===== config.mk =====
export PLATFORM = sky130hd
export DESIGN_NAME = mem_clear_seq
export DESIGN_NICKNAME = d
export VERILOG_FILES = /design/src/rtl/mem_clear_pkg.sv /design/src/rtl/mem_clear_seq_ddr.sv /design/src/rtl/mem_clear_seq.sv
export SDC_FILE = /design/constraint.sdc
export NUM_CORES = 1
export LEC_CHECK = 0
export CORE_UTILIZATION = 25
export DETAILED_ROUTE_END_ITERATION = 8
export MAX_ROUTING_LAYER = met4
export PLACE_DENSITY = 0.57
export SLEW_MARGIN = 20
export SYNTH_ARGS = -nofsm -noshare
export SYNTH_HDL_FRONTEND = slang
export SYNTH_HIERARCHICAL = 1
export SYNTH_SLANG_ARGS = --single-unit
export TNS_END_PERCENT = 20

===== constraint.sdc =====
create_clock -name clk_sys -period 3.8 [get_ports clk_sys]
set_clock_uncertainty 0.2 [all_clocks]
set_input_delay 1.14 -clock clk_sys [delete_from_list [all_inputs] [get_ports clk_sys]]
set_output_delay 1.14 -clock clk_sys [all_outputs]
set_load 0.01 [all_outputs]

===== src/rtl/mem_clear_pkg.sv =====
// Shared types for the post-probe memory clear sequencer.
// Engine state encodings and SDRAM size codes.
package mem_clear_pkg;

    typedef enum logic [1:0] {
        S_IDLE,
        S_ISSUE,
        S_HOLD,
        S_DONE
    } sdr_state_t;

    typedef enum logic [1:0] {
        D_IDLE,
        D_BURST,
        D_DONE
    } ddr_state_t;

    localparam logic [1:0] SIZE_32MB  = 2'd0;
    localparam logic [1:0] SIZE_64MB  = 2'd1;
    localparam logic [1:0] SIZE_128MB = 2'd2;
    localparam logic [1:0] SIZE_RSVD  = 2'd3;

    // The reserved code behaves like the largest supported part.
    function automatic logic [1:0] size_clamp(input logic [1:0] code);
        return (code == SIZE_RSVD) ? SIZE_128MB : code;
    endfunction

endpackage


===== src/rtl/mem_clear_seq_ddr.sv =====
// DDR3 burst clear engine: writes zero bursts across a fixed window.
// Address and beat count only move on accepted beats.
module ddr_burst_writer
    import mem_clear_pkg::*;
#(
    parameter logic [28:0] DDR_BASE  = 29'h0,
    parameter logic [28:0] DDR_WORDS = 29'h1000000,
    parameter int          DDR_BURST = 128
) (
    input  logic        clk_sys,
    input  logic        RESET,
    input  logic        go,
    input  logic        busy_in,
    output logic [28:0] addr,
    output logic [7:0]  burstcnt,
    output logic [63:0] din,
    output logic [7:0]  be,
    output logic        we,
    output logic        done
);

    localparam logic [7:0]  BEATS     = 8'(DDR_BURST);
    localparam logic [28:0] STRIDE    = 29'(DDR_BURST);
    localparam logic [28:0] LAST_ADDR = DDR_BASE + DDR_WORDS - STRIDE;

    ddr_state_t state;
    ddr_state_t state_nx;
    logic [7:0] beat;
    logic       accept;
    logic       last_beat;
    logic       last_burst;

    assign accept     = we & ~busy_in;
    assign last_beat  = (beat == BEATS - 8'd1);
    assign last_burst = (addr == LAST_ADDR);

    always_ff @(posedge clk_sys) begin
        if (RESET) state <= D_IDLE;
        else       state <= state_nx;
    end

    always_comb begin
        state_nx = state;
        unique case (state)
            D_IDLE:  if (go) state_nx = D_BURST;
            D_BURST: if (accept && last_beat && last_burst)
                         state_nx = D_DONE;
            default: state_nx = state;
        endcase
    end

    always_ff @(posedge clk_sys) begin
        if (RESET) begin
            addr <= '0;
            beat <= '0;
        end else if (state == D_IDLE && go) begin
            addr <= DDR_BASE;
            beat <= '0;
        end else if (accept) begin
            if (last_beat) begin
                beat <= '0;
                if (!last_burst) addr <= addr + STRIDE;
            end else begin
                beat <= beat + 8'd1;
            end
        end
    end

    always_comb begin
        we   = (state == D_BURST);
        done = (state == D_DONE);
    end

    assign burstcnt = BEATS;
    assign din      = '0;
    assign be       = 8'hFF;

endmodule


===== src/rtl/mem_clear_seq.sv =====
// Zeroes SDRAM and DDR3 after the size probe; both engines run concurrently.
// One start edge per reset; the SDRAM engine lives here, DDR3 in a sub-module.
module mem_clear_seq
    import mem_clear_pkg::*;
#(
    parameter int          SDR_UNIT  = 2**24,
    parameter logic [28:0] DDR_BASE  = 29'h0,
    parameter logic [28:0] DDR_WORDS = 29'h1000000,
    parameter int          DDR_BURST = 128
) (
    input  logic        clk_sys,
    input  logic        RESET,
    input  logic        start,
    input  logic [1:0]  size_code,
    input  logic        sdr_ready,
    output logic [25:0] sdr_addr,
    output logic [15:0] sdr_din,
    output logic        sdr_we,
    input  logic        ddr_busy,
    output logic [28:0] ddr_addr,
    output logic [7:0]  ddr_burstcnt,
    output logic [63:0] ddr_din,
    output logic [7:0]  ddr_be,
    output logic        ddr_we,
    output logic        busy,
    output logic        sdr_done,
    output logic        ddr_done
);

    localparam logic [26:0] UNIT = 27'(SDR_UNIT);

    sdr_state_t  state;
    sdr_state_t  state_nx;
    logic        start_q;
    logic        go;
    logic        go_seen;
    logic [1:0]  size_q;
    logic [26:0] words;
    logic [25:0] last_addr;
    logic        at_last;

    // DDR engine is idle exactly when it is neither bursting nor done.
    assign go = start & ~start_q & (state == S_IDLE)
              & ~ddr_we & ~ddr_done;

    // 27-bit count so the 128MB case reaches 2**26 words without wrapping.
    assign words     = UNIT << size_q;
    assign last_addr = 26'(words - 27'd1);
    assign at_last   = (sdr_addr == last_addr);

    always_ff @(posedge clk_sys) begin
        if (RESET) state <= S_IDLE;
        else       state <= state_nx;
    end

    always_comb begin
        state_nx = state;
        unique case (state)
            S_IDLE:  if (go) state_nx = S_ISSUE;
            S_ISSUE: if (sdr_ready) state_nx = S_HOLD;
            S_HOLD:  state_nx = at_last ? S_DONE : S_ISSUE;
            default: state_nx = state;
        endcase
    end

    always_comb begin
        sdr_we   = (state == S_ISSUE) & sdr_ready;
        sdr_done = (state == S_DONE);
    end

    always_ff @(posedge clk_sys) begin
        if (RESET) begin
            start_q  <= 1'b0;
            go_seen  <= 1'b0;
            size_q   <= SIZE_32MB;
            sdr_addr <= '0;
        end else begin
            start_q <= start;
            if (go) begin
                go_seen  <= 1'b1;
                size_q   <= size_clamp(size_code);
                sdr_addr <= '0;
            end else if (state == S_HOLD && !at_last) begin
                sdr_addr <= sdr_addr + 26'd1;
            end
        end
    end

    assign sdr_din = '0;
    assign busy    = go_seen & ~(sdr_done & ddr_done);

    ddr_burst_writer #(
        .DDR_BASE  (DDR_BASE),
        .DDR_WORDS (DDR_WORDS),
        .DDR_BURST (DDR_BURST)
    ) u_ddr (
        .clk_sys  (clk_sys),
        .RESET    (RESET),
        .go       (go),
        .busy_in  (ddr_busy),
        .addr     (ddr_addr),
        .burstcnt (ddr_burstcnt),
        .din      (ddr_din),
        .be       (ddr_be),
        .we       (ddr_we),
        .done     (ddr_done)
    );

endmodule


==> impl_metrics.ini, run 1 <==
[cells_and_area]
postLayoutCellArea_mm2 = 0.00483
syn2layout_area_growth_pct = 18.0
fin_nets = 579
final_util = 0.303
drive_gt1_frac = 0.0703
antenna_cells = 0

[cts]
insertion_delay_ps = 340
postCtsSetupBuffers = 0
clk_pin_slew_ps = 50
clock_sinks = 64
clk_path_buf_depth = 2
cts_tree = built
root_buffer = clkbuf_16
cts-hold-fix-buffers = 0
cts_resized = 0
cts.htree.levels = 3
cts-buffers-inserted = 9

[global_routing]
grt_pass1_wl_um = 14200
grt_usage = 0.114
grt_max_degree = 19
overflow = 0
grt_pass1_vias = 2809
antenna_found_initial = 0

[power]
p_leak_nw = 1.76
total_power_mw = 1.64
peakVddDrop_mv = 0.200
clkPwrFrac = 0.494
power_density_mw_per_mm2 = 339
power_frac_comb = 0.086
seq_power_share = 0.420
swShare = 0.253
power_switching_mw = 0.414
p_int_mw = 1.22

[worst_setup_path]
crit_path_max_incr_delay_ps = 540
worstPathCellList = clkdlybuf4s50_1 -> and2_1 -> clkdlybuf4s50_1
cp_common_cell = clkdlybuf4s50_1
crit_arrival_ps = 2310
required_ps = 2460
crit_type = input port to primary output
path_max_fanout = 3
cp_slowest_cell = clkdlybuf4s50_1
crit_path_start_kind = input port
endpoint_kind = primary output

[floorplan]
initial_core_util = 0.257
fp-row-count = 46
die_w_um = 130
coreArea_mm2 = 0.0159
die_area_mm2 = 0.0169
die_y_um = 130
ios = 163

[synth]
synth_common_cells = buf_4, dfxtp_1, nand2_1, nor2_1, a21oi_1
syn_area_mm2 = 0.00409
yosysTopAreaCell = dfxtp_1
synth.area.top_cells = dfxtp_1, buf_4, a21oi_1
synth_ff_type = dfxtp_1
ys.warnings.count = 6
synth_top_area_frac = 0.313
synth_async_sr_flop_share = 0
yosysUniqueCellTypes = 60
yosysMostFrequentCell = buf_4
synth_area_per_cell_um2 = 8.18
syn_inst = 500
ys_seq_elements = 64
ys_seq_area_frac = 0.313
synth-edff-count = 0

[status]
status = finished clean

[placement]
place_area_mm2 = 0.00454
portBuffers = 59
post-place-ws_ps = 140
dp_hpwl_um = 6700
routabilityCongestion = 0.769

[drt]
routed_wl_um = 8920
drt_iter0_drc = 146
viasPerCell = 4.20
avgRoutedWirePerCell_um = 11.4
drc = 0
ant_nets = 0
first_pass_iters = 4
via_count = 3298

[sta]
fin_crit_sh = 0.962
slew_headroom = 0.326
setup_tns_ps = 0
fin_ws_ps = 146
setup-violations-final = 0
max_clock_freq_mhz = 274
tightest_slew_ps = 1000
final.min_clock_period_ps = 3650
finalHoldViolCount = 0
final_max_slew_viol_count = 0
rsz0062_at_grt = false

[flow_run]
cap_violations = 0

[min_path]
min_path_type = flop to flop
[critical path, delay by kind of cell]
family / cells / cell delay (ps)
buffers and inverters: 2 / 1030
and+or+nand+nor: 1 / 150
[per-layer routing]
layer / GRT usage / vias up / part of all wire
li1: - / 1689 / -
met1: 0.136 / 1502 / 0.47
met2: 0.177 / 95 / 0.46
met3: 0.0377 / 12 / 0.053
met4: 0.0431 / 0 / 0.015
met5: - / - / 0
[stage by stage]
step,hold slack (ps),std cells
6_report,279,785
5_1_grt,303,785
4_1_cts,287,785
3_5_place_dp,272,769
3_3_place_gp,277,769
2_1_floorplan,234,600
[kinds of logic after synthesis]
group	after synthesis	synth area share
AO/OA/AOI/OAI	83	0.125
XOR/XNOR	22	0.0471
adder cells (fa/ha/maj)	8	0.0245
buffers and inverters	131	0.221
flip-flops	64	0.313
multiplexers	3	0.00734
other	3	0.00275
AND/OR/NAND/NOR	186	0.259
[sequential cells by signal, indices dropped and copies added, names as in the netlist]
register / count
go_seen: 1
size_q: 2
sdr_addr: 26
state: 2
start_q: 1
u_ddr/state: 2
u_ddr/addr: 22
u_ddr/beat: 8
[power by group through the flow]
stage | clock network, mW | logic [mW] | registers, mW
after detailed placement | 0 | 0.142 | 0.702
after global placement | 0 | 0.141 | 0.702
after global routing | 0.862 | 0.163 | 0.688
after floorplan | 0 | 0.184 | 0.700
final | 0.808 | 0.142 | 0.687
after CTS | 0.832 | 0.142 | 0.687
[path summary, 6_finish.rpt]
path | startpoint | endpoint | slack [ps] | depth (start not counted)
worst min register to register | go_seen | go_seen | 280 | 1
worst min-delay path | go_seen | go_seen | 280 | 1
worst max register to register | sdr_addr[12] | sdr_addr[3] | 1080 | 5
worst max-delay path | sdr_ready | sdr_we | 150 | 3
[final cells by class]
| type | count | area (um2) |
|---|---|---|
| clock buffers | 12 | 236 |
| clock inverters | 4 | 45.0 |
| fillers | 1738 | 11100 |
| inverters | 17 | 63.8 |
| multi-input cells | 405 | 2280 |
| flip-flops and latches | 64 | 1280 |
| well taps | 216 | 270 |
| repair buffers | 67 | 651 |
[cells in the final DEF, fill, tap and decap left out, drive strengths merged, types with 2 or more instances in the layout]
cell / Yosys / routed
conb: 3 / 103
dfxtp: 64 / 64
clkdlybuf4s50: 0 / 59
nand2: 39 / 39
nor2: 37 / 37
a21oi: 31 / 31
o21ai: 26 / 26
or3: 20 / 20
nand4: 18 / 18
inv: 17 / 17
nand3: 14 / 14
xnor2: 14 / 14
clkbuf: 7 / 12
nor3: 11 / 11
or4: 9 / 9
xor2: 8 / 8
ha: 8 / 8
buf: 106 / 8
nor4: 8 / 8
and4: 7 / 7
o31ai: 6 / 6
o211ai: 5 / 5
and2: 4 / 4
a211oi: 4 / 4
and3: 4 / 4
nor3b: 3 / 3
clkinv: 0 / 3
mux2i: 3 / 3
a31oi: 2 / 2
or2: 2 / 2
nand3b: 2 / 2
nor2b: 2 / 2
No activity file was read; power rests on OpenSTA's default activity.
==> run 2, diff against run 1 <==
--- a/config.mk
+++ b/config.mk
@@ -8,7 +8,6 @@
 export CORE_UTILIZATION = 25
 export DETAILED_ROUTE_END_ITERATION = 8
 export MAX_ROUTING_LAYER = met4
-export PLACE_DENSITY = 0.57
 export SLEW_MARGIN = 20
 export SYNTH_ARGS = -nofsm -noshare
 export SYNTH_HDL_FRONTEND = slang
==> run 2 against run 1 <==
Against the previous run: final area shrank 0.16%; die area is the same; utilization is essentially flat; wire length shrank 2.9%; worst hold slack lost 3.4 ps; clock power grew 0.9%; setup slack lost 4.0 ps; non-clock buffer count shrank 2; combinational power is essentially flat; largest cell class unchanged.
==> impl_metrics.ini, run 2 (synthesis results as in run 1) <==
[placement]
portBuffers = 59
post-place-ws_ps = 141
place_area_mm2 = 0.00453
dp_hpwl_um = 6330
routabilityCongestion = 0.787

[cts]
cts.htree.levels = 3
clock_sinks = 64
clk_path_buf_depth = 2
cts-hold-fix-buffers = 0
clk_pin_slew_ps = 50
postCtsSetupBuffers = 0
root_buffer = clkbuf_16
cts_resized = 0
cts-buffers-inserted = 9
cts_tree = built
insertion_delay_ps = 330

[drt]
first_pass_iters = 4
viasPerCell = 4.21
ant_nets = 0
drc = 0
via_count = 3292
drt_iter0_drc = 130
avgRoutedWirePerCell_um = 11.1
routed_wl_um = 8660

[floorplan]
die_y_um = 130
die_area_mm2 = 0.0169
ios = 163
fp-row-count = 46
coreArea_mm2 = 0.0159
initial_core_util = 0.257
die_w_um = 130

[cells_and_area]
postLayoutCellArea_mm2 = 0.00482
syn2layout_area_growth_pct = 17.8
largest_reg_flops = 26
regMostFlops = sdr_addr
final_util = 0.302
antenna_cells = 0
final-seq-area_mm2 = 0.00128
fillers = 1713
final_cell_mix = conb_1, dfxtp_1, clkdlybuf4s50_1
multi_input_area_mm2 = 0.00228
drive_gt1_frac = 0.0671
top_regs = sdr_addr: 26 flops, u_ddr/addr: 22 flops, u_ddr/beat: 8 flops
final_common_cell = conb_1
fin_nets = 577

[min_path]
min_path_type = flop to flop

[sta]
final_max_slew_viol_count = 0
setup-violations-final = 0
slew_headroom = 0.346
setup_tns_ps = 0
tightest_slew_ps = 972
rsz0062_at_grt = false
max_clock_freq_mhz = 273
hold_slack_ps = 276
fin_crit_sh = 0.963
fin_ws_ps = 142
final.min_clock_period_ps = 3660
finalHoldViolCount = 0

[worst_setup_path]
crit_path_start_kind = input port
endpoint_kind = primary output
crit_arrival_ps = 2320
path_max_fanout = 3
required_ps = 2460
crit_type = input port to primary output

[global_routing]
grt_pass1_wl_um = 13700
grt_usage = 0.108
grt_pass1_vias = 2712
antenna_found_initial = 0
grt_max_degree = 15
overflow = 0

[power]
power_density_mw_per_mm2 = 341
peakVddDrop_mv = 0.200
p_leak_nw = 1.75

[flow_run]
cap_violations = 0

[status]
status = finished clean
==> run 2: worst paths after layout <==
kind / startpoint / end / slack [ps] / depth (start not counted)
max: sdr_ready / sdr_we / 140 / 3
min: go_seen / go_seen / 280 / 1
max reg2reg: sdr_addr[12] / sdr_addr[5] / 1100 / 5
min reg2reg: go_seen / go_seen / 280 / 1
==> run 2: critical path: stages <==
cell	delay (ps)
clkdlybuf4s50_1	490
and2_1	150
clkdlybuf4s50_1	540
==> run 2: cell type report <==
class / instances / area share
inverter: 17 / 0.0132
tap: 216 / 0.0561
sequential: 64 / 0.266
timing repair buffer: 65 / 0.132
clock buffer: 12 / 0.0512
clock inverter: 3 / 0.00883
multi-input combinational: 405 / 0.473
==> run 2: per-stage QoR <==
| stage | instances | total power [mW] |
|---|---|---|
| after detailed placement | 767 | 0.843 |
| after global routing | 782 | 1.72 |
| final | 782 | 1.64 |
| after floorplan | 600 | 0.883 |
| after CTS | 782 | 1.67 |
| after global placement | 767 | 0.843 |
==> run 2: per-layer routing <==
layer | GRT usage | routed length [um] | vias to the layer above
met5 | - | 0 | -
met4 | 0.0369 | 106 | 0
met3 | 0.0361 | 522 | 8
met2 | 0.160 | 3750 | 105
met1 | 0.137 | 4270 | 1501
li1 | - | - | 1678
==> run 2: power breakdown <==
group	leakage [nW]	internal, mW	total [mW]	switching (mW)
combinational	1.09	0.0394	0.141	0.102
clock	0.139	0.521	0.815	0.294
sequential	0.516	0.679	0.687	0.00824
